### config.mk
export PLATFORM = sky130hd
export DESIGN_NAME = mux4_rr_arbiter
export DESIGN_NICKNAME = d
export VERILOG_FILES = /design/src/rtl/mux4_rr_arbiter.sv
export SDC_FILE = /design/constraint.sdc
export NUM_CORES = 1
export LEC_CHECK = 0
export CAP_MARGIN = 20
export CORE_MARGIN = 2
export CORE_UTILIZATION = 51
export CTS_CLUSTER_SIZE = 14
export DETAILED_ROUTE_END_ITERATION = 8
export HOLD_SLACK_MARGIN = 0.03
export PLACE_DENSITY = 0.78
export SYNTH_ARGS = -nofsm -noshare
export SYNTH_HDL_FRONTEND = slang
export SYNTH_SLANG_ARGS = --single-unit
### constraint.sdc
create_clock -name clk -period 3 [get_ports clk]
set_input_delay 0.6 -clock clk [delete_from_list [all_inputs] [get_ports clk]]
set_output_delay 0.6 -clock clk [all_outputs]
set_load 0.02 [all_outputs]
### src/rtl/mux4_rr_arbiter.sv
// Round-robin arbiter that owns the select lines of a 4:1 bit mux.
// Define MUX4_ARB_HOLD_LIMIT_EN to force rotation after MAX_HOLD cycles of contended tenure.
module mux4_rr_arbiter #(
    parameter int unsigned MAX_HOLD = 8
) (
    input  logic       clk,
    input  logic       rst_n,
    input  logic [3:0] REQ,
    output logic [3:0] GNT,
    output logic       S0,
    output logic       S1,
    output logic       BUSY
);

    typedef enum logic [0:0] {StIdle, StGrant} state_e;

    state_e     state_q, state_d;
    logic [1:0] own_q, own_d;
    logic [1:0] ptr_q, ptr_d;
    logic [7:0] cnt_q, cnt_d;

    logic [3:0] cand;
    logic [1:0] idx;
    logic [1:0] winner;
    logic       win_valid;
    logic       hold_expired;

    if (MAX_HOLD < 1 || MAX_HOLD > 255) begin : g_bad_max_hold
        $error("MAX_HOLD must be in 1..255");
    end

`ifdef MUX4_ARB_HOLD_LIMIT_EN
    assign hold_expired = (cnt_q >= 8'(MAX_HOLD));
`else
    assign hold_expired = 1'b0;
`endif

    // While granted, the current owner is never a candidate for the next winner.
    always_comb begin
        cand = REQ;
        if (state_q == StGrant) begin
            cand = REQ & ~(4'b0001 << own_q);
        end
    end

    always_comb begin
        winner    = own_q;
        win_valid = 1'b0;
        idx       = ptr_q;
        for (int k = 0; k < 4; k++) begin
            idx = ptr_q + 2'(k);
            if (!win_valid && cand[idx]) begin
                winner    = idx;
                win_valid = 1'b1;
            end
        end
    end

    always_ff @(posedge clk or negedge rst_n) begin
        if (!rst_n) begin
            state_q <= StIdle;
            own_q   <= 2'd0;
            ptr_q   <= 2'd0;
            cnt_q   <= 8'd0;
        end else begin
            state_q <= state_d;
            own_q   <= own_d;
            ptr_q   <= ptr_d;
            cnt_q   <= cnt_d;
        end
    end

    always_comb begin
        state_d = state_q;
        own_d   = own_q;
        ptr_d   = ptr_q;
        cnt_d   = cnt_q;
        unique case (state_q)
            StIdle: begin
                if (win_valid) begin
                    state_d = StGrant;
                    own_d   = winner;
                    ptr_d   = winner + 2'd1;
                    cnt_d   = 8'd1;
                end
            end
            StGrant: begin
                if (!REQ[own_q] || (hold_expired && win_valid)) begin
                    if (win_valid) begin
                        own_d = winner;
                        ptr_d = winner + 2'd1;
                        cnt_d = 8'd1;
                    end else begin
                        state_d = StIdle;
                    end
                end else if (cnt_q != 8'hFF) begin
                    cnt_d = cnt_q + 8'd1;
                end
            end
            default: state_d = StIdle;
        endcase
    end

    // Select lines keep the last owner in idle so the mux output stays stable.
    always_comb begin
        GNT  = 4'b0000;
        BUSY = 1'b0;
        if (state_q == StGrant) begin
            GNT  = 4'b0001 << own_q;
            BUSY = 1'b1;
        end
        {S1, S0} = own_q;
    end

endmodule

Word level (Yosys, flattened, before mapping)
Cells that the tools add are included.
W data, S select, Z words.
{"block": "totals", "input_bits": 6, "word_cells": 53, "out_inout_bits": 7, "register_bits": 5}
{"block": "op_classes", "eq_ne": 1, "add_sub_neg": 4, "reduce_logical": 6, "magnitude_cmp": 5, "n_mux": 30, "shift": 1, "bitwise_logic": 3}
{"cell": "$mux W2", "count": 8}
{"cell": "$lt A2 B3 Y1 const B", "count": 5}
{"cell": "$mux W1", "count": 12}
{"cell": "$bmux W1 S2", "count": 5}
{"cell": "$mux W4", "count": 2}
{"cell": "$pmux W2 S2", "count": 2}
{"cell": "$add A2 B1 Y2 const B", "count": 2}
{"cell": "$add A2 B2 Y2 const B", "count": 2}
{"cell": "$and A4 B4 Y4", "count": 1}
{"cell": "$not A4 Y4", "count": 1}
{"cell": "$shl A1 B2 Y4 const A", "count": 1}
{"cell": "$logic_and A1 B1 Y1", "count": 3}
{"cell": "$logic_not A1 Y1", "count": 3}
{"cell": "$ne A2 B2 Y1 const B", "count": 1}
{"cell": "$pmux W1 S2", "count": 1}
{"cell": "$not A1 Y1", "count": 1}

Depth between registers and ports, before layout
Gate-level depths: netlist of run 1.
{"block": "logic_depth", "depth_word": 20, "mapped_depth": 8, "mapped_depth_nobuf": 7}

Worst setup path after synthesis of run 1
Ideal clock, no wire load.
{"block": "synth_path", "path_type": "register to register", "start": "register own_q[1]", "end": "register ptr_q[1]", "required_ns": 2.905, "stages_incl_launch_ff": 9, "path_buffers": 1, "path_slack_ns": 0.763, "arrival_time_ns": 2.142, "synth_period_minus_slack_ns": 2.237, "setup_time_ns": 0.095, "cell_sequence": "dfrtp_1 > buf_2 > nand2b_1 > o221ai_2 > o211ai_2 > a221o_1 > and3_1 > o211a_1 > o31ai_1"}
{"block": "synth_between", "elab_chain_len": 20, "elab_cells_between_ends": 33, "cone_classes": "add/sub (1); eq/ne (1); shift (1); mux (22); bitwise (2); reduce/logical (6)"}
{"item": "from (decl)", "line": "18", "source": "logic [1:0] own_q, own_d;"}
{"item": "from (signal assigned)", "line": "67", "source": "own_q <= own_d;"}
{"item": "$shl A1 B2 Y4", "line": "42", "source": "cand = REQ & ~(4'b0001 << own_q);"}
{"item": "$not A4 Y4", "line": "42"}
{"item": "$and A4 B4 Y4", "line": "42"}
{"item": "$mux W4", "line": "41", "source": "if (state_q == StGrant) begin"}
{"item": "$bmux W1 S2", "line": "52", "source": "if (!win_valid && cand[idx]) begin"}
{"item": "$mux W1 (implied by the code)", "line": "52"}
{"item": "$mux W1", "line": "52"}
{"item": "$logic_not A1 Y1", "line": "52"}
{"item": "[4 not listed]"}
{"item": "$mux W1", "line": "52"}
{"item": "$logic_not A1 Y1", "line": "52"}
{"item": "$logic_and A1 B1 Y1", "line": "52"}
{"item": "$mux W2", "line": "52"}
{"item": "$add A2 B1 Y2", "line": "83, 91"}
{"item": "$mux W2", "line": "80, 89"}
{"item": "$mux W2", "line": "88", "source": "if (!REQ[own_q] || (hold_expired && win_valid)) begin"}
{"item": "$pmux W2 S2", "line": "78", "source": "unique case (state_q)"}
{"item": "to (signal assigned)", "line": "68", "source": "ptr_q <= ptr_d;"}
{"item": "to (decl)", "line": "19", "source": "logic [1:0] ptr_q, ptr_d;"}
Several ways; a longest one is shown, not always the timed one. The select of a mux whose other input is x is not followed.
A chain may end at the register's enable or synchronous reset.

Worst setup path after layout of run 1
{"block": "layout_path", "start": "input REQ[0]", "end": "register ptr_q[1]"}
{"block": "layout_between", "elab_chain_len": 18, "elab_cells_between_ends": 31, "cone_classes": "add/sub (1); eq/ne (1); mux (22); bitwise (1); reduce/logical (6)"}
{"item": "from (decl)", "line": "8", "source": "input logic [3:0] REQ,"}
{"item": "$and A4 B4 Y4", "line": "42"}
{"item": "$mux W4", "line": "41"}
{"item": "$bmux W1 S2", "line": "52"}
{"item": "$mux W1 (implied by the code)", "line": "52"}
{"item": "$mux W1", "line": "52"}
{"item": "$logic_not A1 Y1", "line": "52"}
{"item": "$logic_and A1 B1 Y1", "line": "52"}
{"item": "$mux W1", "line": "52"}
{"item": "[2 not listed]"}
{"item": "$mux W1", "line": "52"}
{"item": "$logic_not A1 Y1", "line": "52"}
{"item": "$logic_and A1 B1 Y1", "line": "52"}
{"item": "$mux W2", "line": "52"}
{"item": "$add A2 B1 Y2", "line": "83, 91"}
{"item": "$mux W2", "line": "80, 89"}
{"item": "$mux W2", "line": "88"}
{"item": "$pmux W2 S2", "line": "78"}
Several ways; a longest one is shown, not always the timed one. The select of a mux whose other input is x is not followed.

==> metrics, run 1 <==
DP Wirelength=1320 microns; number of flops mapped to enable cells by yosys=0; post-synthesis async set-or-reset flop share=100%; first-pass GRT wire length=3060 microns; Final ANT Viol Nets=0; slowest stage delay, CP=0.56 ns; fillers=115; critical path class=input port to flip-flop; initial antenna violation count=0; Setup crit end kind=flip-flop; RSZ-0062 raised after global routing=no; Critical Path, Cell by Cell=clkdlybuf4s50_1 -> mux2i_1 -> a21oi_2 -> o211ai_2 -> a221o_1 -> and3_1 -> o211a_1 -> o31ai_1; commonest non-fill, non-tap cells in the layout=12 x clkdlybuf4s50_1, 7 x nand2_1, 5 x nand3_1, 5 x dfrtp_1, 4 x nor2_1; RePlAce Congestion=0.829; cts bufs inserted=3; ant diodes=0; CTS tree=built; outcome=completed; max-slew violation count=0; Distinct cells, synth=46; grt ovf=0; Row Count=13; Worst slew margin=65.5%; IO Pins=13; total stage count of the critical path=8; crit path DAT=2.83 ns; warnings from Yosys=0; Tmin final=2.68 ns; CTS clk-pin slew, worst paths=0.04 ns; Post-synth top flop=dfrtp_1; final period utilization=89.5%; min-delay worst type=input port to async pin; IO Port Bufs=12; core area=1300 sq um; via count=744; WL/cell=16.1 microns; vias per cell=6.76; H-tree depth=1; Max Buffers Root-to-Sink=2; Max-cap violations=0; # clock sinks=5; worst-margin pin slew=0.517 ns; Seq/Total Area, Yosys=17.5%; Crit path required time=3.14 ns; DRC viols=0; clock insertion delay at the later pin of the skew report=0.24 ns; cells after synthesis=81; CP Buf/Inv Count=1; net count after synthesis=87; clock skew=0.00176 ns; CP top delay family=compound AO/OA/AOI/OAI gates; Fmax=373 MHz; TNS Setup=0 ns; die width=41.4 microns; post-layout net count=102; Synth area leaders=dfrtp_1 18%, o221ai_2 4.2%, xor2_4 3.9%, nand2_1 3.7%, nand3_1 3.5%; Post-Syn Area=714 sq um; Mapped Avg Cell Area=8.82 sq um; most common cell after layout, fill and taps aside=clkdlybuf4s50_1; post-cts resize count=0; Starting DRT DRC Count=68; Final Hold Vio Count=0; R2R cell count=7; GRT Total Usage=22.6%; area growth from synthesis to layout=21.2%; area share of the largest cell type after synthesis=17.5%; Pre-antenna DRT Iters=4; die area=1720 sq um; final setup vio count=0; Max FO, Critical Path=9; final wirelength=1780 microns; largest area contributor in the netlist=dfrtp_1; share of cells above drive strength 1=22.1%; vias in the first global route=620; CP max-delay cell=clkdlybuf4s50_1; Setup Fix Bufs, Post-CTS=0; Die Ht=41.4 microns; largest net degree at the start of global routing=14; Starting Density=54.9%; root buf cell=clkbuf_4; startpoint types=input port; hold buffer count at CTS=0; register bit total from synthesis=5
-- per-layer routing --
| layer | wire length [microns] | track usage (%) | share of wire, % | vias up |
|---|---|---|---|---|
| met5 | 0 | 0 | 0 | - |
| met1 | 793 | 32.8 | 45 | 334 |
| li1 | - | - | - | 356 |
| met2 | 790 | 30.3 | 44 | 52 |
| met3 | 183 | 8.70 | 10 | 2 |
| met4 | 8 | 7.10 | 0.45 | 0 |
-- worst paths after layout --
kind                                      start                   end  slack, ns
max                                      REQ[0]  ptr_q[1]$_DFFE_PN0P_       0.32
max in group asynchronous                 rst_n     state_q$_DFF_PN0_       2.23
min                                       rst_n  own_q[0]$_DFFE_PN0P_       0.58
min reg2reg                ptr_q[1]$_DFFE_PN0P_  ptr_q[1]$_DFFE_PN0P_       0.74
min in group clk           ptr_q[1]$_DFFE_PN0P_  ptr_q[1]$_DFFE_PN0P_       0.74
max reg2reg                ptr_q[0]$_DFFE_PN0P_  ptr_q[1]$_DFFE_PN0P_       0.48
-- cells by family after synthesis --
family	Yosys count	share of synthesized area, %
AO/OA/AOI/OAI	35	44.0
AND/OR/NAND/NOR	28	19.8
buffers and inverters	7	6.13
flip-flops	5	17.5
multiplexers	4	7.53
XOR/XNOR	2	5.08
-- per-stage QoR --
stage	hold WS (ns)	instances	instance area, sq um	setup WS (ns)	util (%)
2_1_floorplan	0.304	81	714	0.763	-
3_3_place_gp	0.708	106	840	0.133	64.5
3_5_place_dp	0.727	106	840	0.0723	64.5
4_1_cts	0.579	110	866	0.327	66.5
5_1_grt	0.580	110	866	0.104	66.5
6_report	0.583	110	866	0.315	66.5
-- synthesized netlist by cell type, drive strengths merged (2+ instances only) --
master / instances
a211oi: 2
a21o: 2
a21oi: 3
a221o: 2
a31o: 2
a31oi: 2
and3: 2
buf: 4
dfrtp: 5
inv: 2
mux2i: 2
nand2: 7
nand2b: 3
nand3: 5
nor2: 4
nor3: 2
o211ai: 2
o21ai: 5
o221a: 2
o221ai: 2
o311ai: 2
o31ai: 3
xor2: 2
-- sequential cells by signal (all words and copies together) (netlist names) --
signal,flops
own_q,2
ptr_q,2
state_q,1
-- layout make-up --
type / instances / area [sq um] / area share, %
clock buffer: 4 / 26.3 / 3.03
inverter: 2 / 7.51 / 0.867
multi-input combinational: 69 / 546 / 63.0
sequential: 5 / 125 / 14.5
tap: 15 / 18.8 / 2.17
timing repair buffer: 15 / 143 / 16.5
Power of run 1 is not shown: default switching activity piles up to over one toggle a cycle in this logic, so the estimate is an artifact.
==> inputs of run 2 (changes only) <==
- PLACE_DENSITY: 0.78 -> 0.8
==> metrics, run 2 (synthesized netlist as in run 1, its figures left out) <==
hold buffer count at CTS=0; ant diodes=0; final wirelength=2030 microns; # clock sinks=5; RePlAce Congestion=0.914; startpoint types=input port; CTS tree=built; final period utilization=91.2%; RSZ-0062 raised after global routing=no; cts bufs inserted=3; post-cts resize count=0; Pre-antenna DRT Iters=4; min-delay worst type=input port to async pin; max-slew violation count=0; critical path class=input port to flip-flop; Largest regs=own_q x2, ptr_q x2, state_q x1; H-tree depth=1; Worst slew margin=63.1%; most common cell after layout, fill and taps aside=clkdlybuf4s50_1; worst-margin pin slew=0.554 ns; Max-cap violations=0; DRC viols=0; first-pass GRT wire length=3510 microns; Starting Density=54.9%; Final Hold Vio Count=0; Fmax=366 MHz; Crit path required time=3.14 ns; share of cells above drive strength 1=23.2%; clock skew=0.00265 ns; outcome=completed; multi-input logic area=546 sq um; WL/cell=18.5 microns; IO Port Bufs=12; Setup Fix Bufs, Post-CTS=0; Row Count=13; commonest non-fill, non-tap cells in the layout=12 x clkdlybuf4s50_1, 7 x nand2_1, 5 x nand3_1, 5 x dfrtp_1, 4 x nor2_1; fillers=117; Max FO, Critical Path=9; Final ANT Viol Nets=0; die width=41.4 microns; DP Wirelength=1360 microns; GRT Total Usage=25.9%; Die Ht=41.4 microns; Tmin final=2.74 ns; via count=790; FF+latch area=125 sq um; crit path DAT=2.87 ns; vias in the first global route=737; CTS clk-pin slew, worst paths=0.05 ns; largest net degree at the start of global routing=14; vias per cell=7.18; area growth from synthesis to layout=21.4%; final setup vio count=0; root buf cell=clkbuf_4; clock insertion delay at the later pin of the skew report=0.25 ns; core area=1300 sq um; grt ovf=0; die area=1720 sq um; initial antenna violation count=0; TNS Setup=0 ns; Max Buffers Root-to-Sink=2; IO Pins=13; Starting DRT DRC Count=64; Setup crit end kind=flip-flop; post-layout net count=102
run 2: cell types whose count changed in the layout (fill, tap and decap cells not counted), sizes merged:
cell	delta
clkinv	+1
clkbuf	-1
run 2: worst paths after layout:
kind | from | to | slack [ns] | cells past startpoint
worst min-delay path | rst_n | ptr_q[1]$_DFFE_PN0P_ | 0.58 | 1
worst max register to register | ptr_q[0]$_DFFE_PN0P_ | ptr_q[1]$_DFFE_PN0P_ | 0.34 | 7
min in group clk | own_q[1]$_DFFE_PN0P_ | own_q[1]$_DFFE_PN0P_ | 0.75 | 1
worst min register to register | own_q[1]$_DFFE_PN0P_ | own_q[1]$_DFFE_PN0P_ | 0.75 | 1
worst max-delay path | REQ[0] | ptr_q[1]$_DFFE_PN0P_ | 0.26 | 8
max in group asynchronous | rst_n | state_q$_DFF_PN0_ | 2.22 | 1
run 2: cell type report:
cell class	count	area share (%)
clock buffer	3	2.60
multi-input combinational	69	62.9
clock inverter	1	0.577
inverter	2	0.866
sequential	5	14.4
tap	15	2.16
timing repair buffer	15	16.5
run 2: worst max-delay path, stage by stage:
cell and delay (ns):
clkdlybuf4s50_1 0.54, mux2i_1 0.16, a21oi_2 0.39, o211ai_2 0.13, a221o_1 0.40, and3_1 0.17
o211a_1 0.23, o31ai_1 0.25
run 2: routing by layer:
layer / up-vias / global-route usage (%) / routed length (microns)
met2: 65 / 42.2 / 918
met3: 14 / 3.91 / 178
li1: 359 / - / -
met1: 352 / 31.6 / 848
met4: 0 / 16.1 / 84
met5: - / 0 / 0
run 2: per-stage QoR:
step           util (%)  hold WS [ns]  instance area [sq um]  cells  setup WS (ns)
6_report           66.6         0.579                    867    110          0.265
5_1_grt            66.6         0.580                    867    110         0.0682
4_1_cts            66.6         0.585                    867    110          0.286
3_5_place_dp       64.5         0.732                    840    106          0.117
3_3_place_gp       64.5         0.707                    840    106          0.215
2_1_floorplan         -         0.304                    714     81          0.763
Power of run 2 is left out for the same reason.
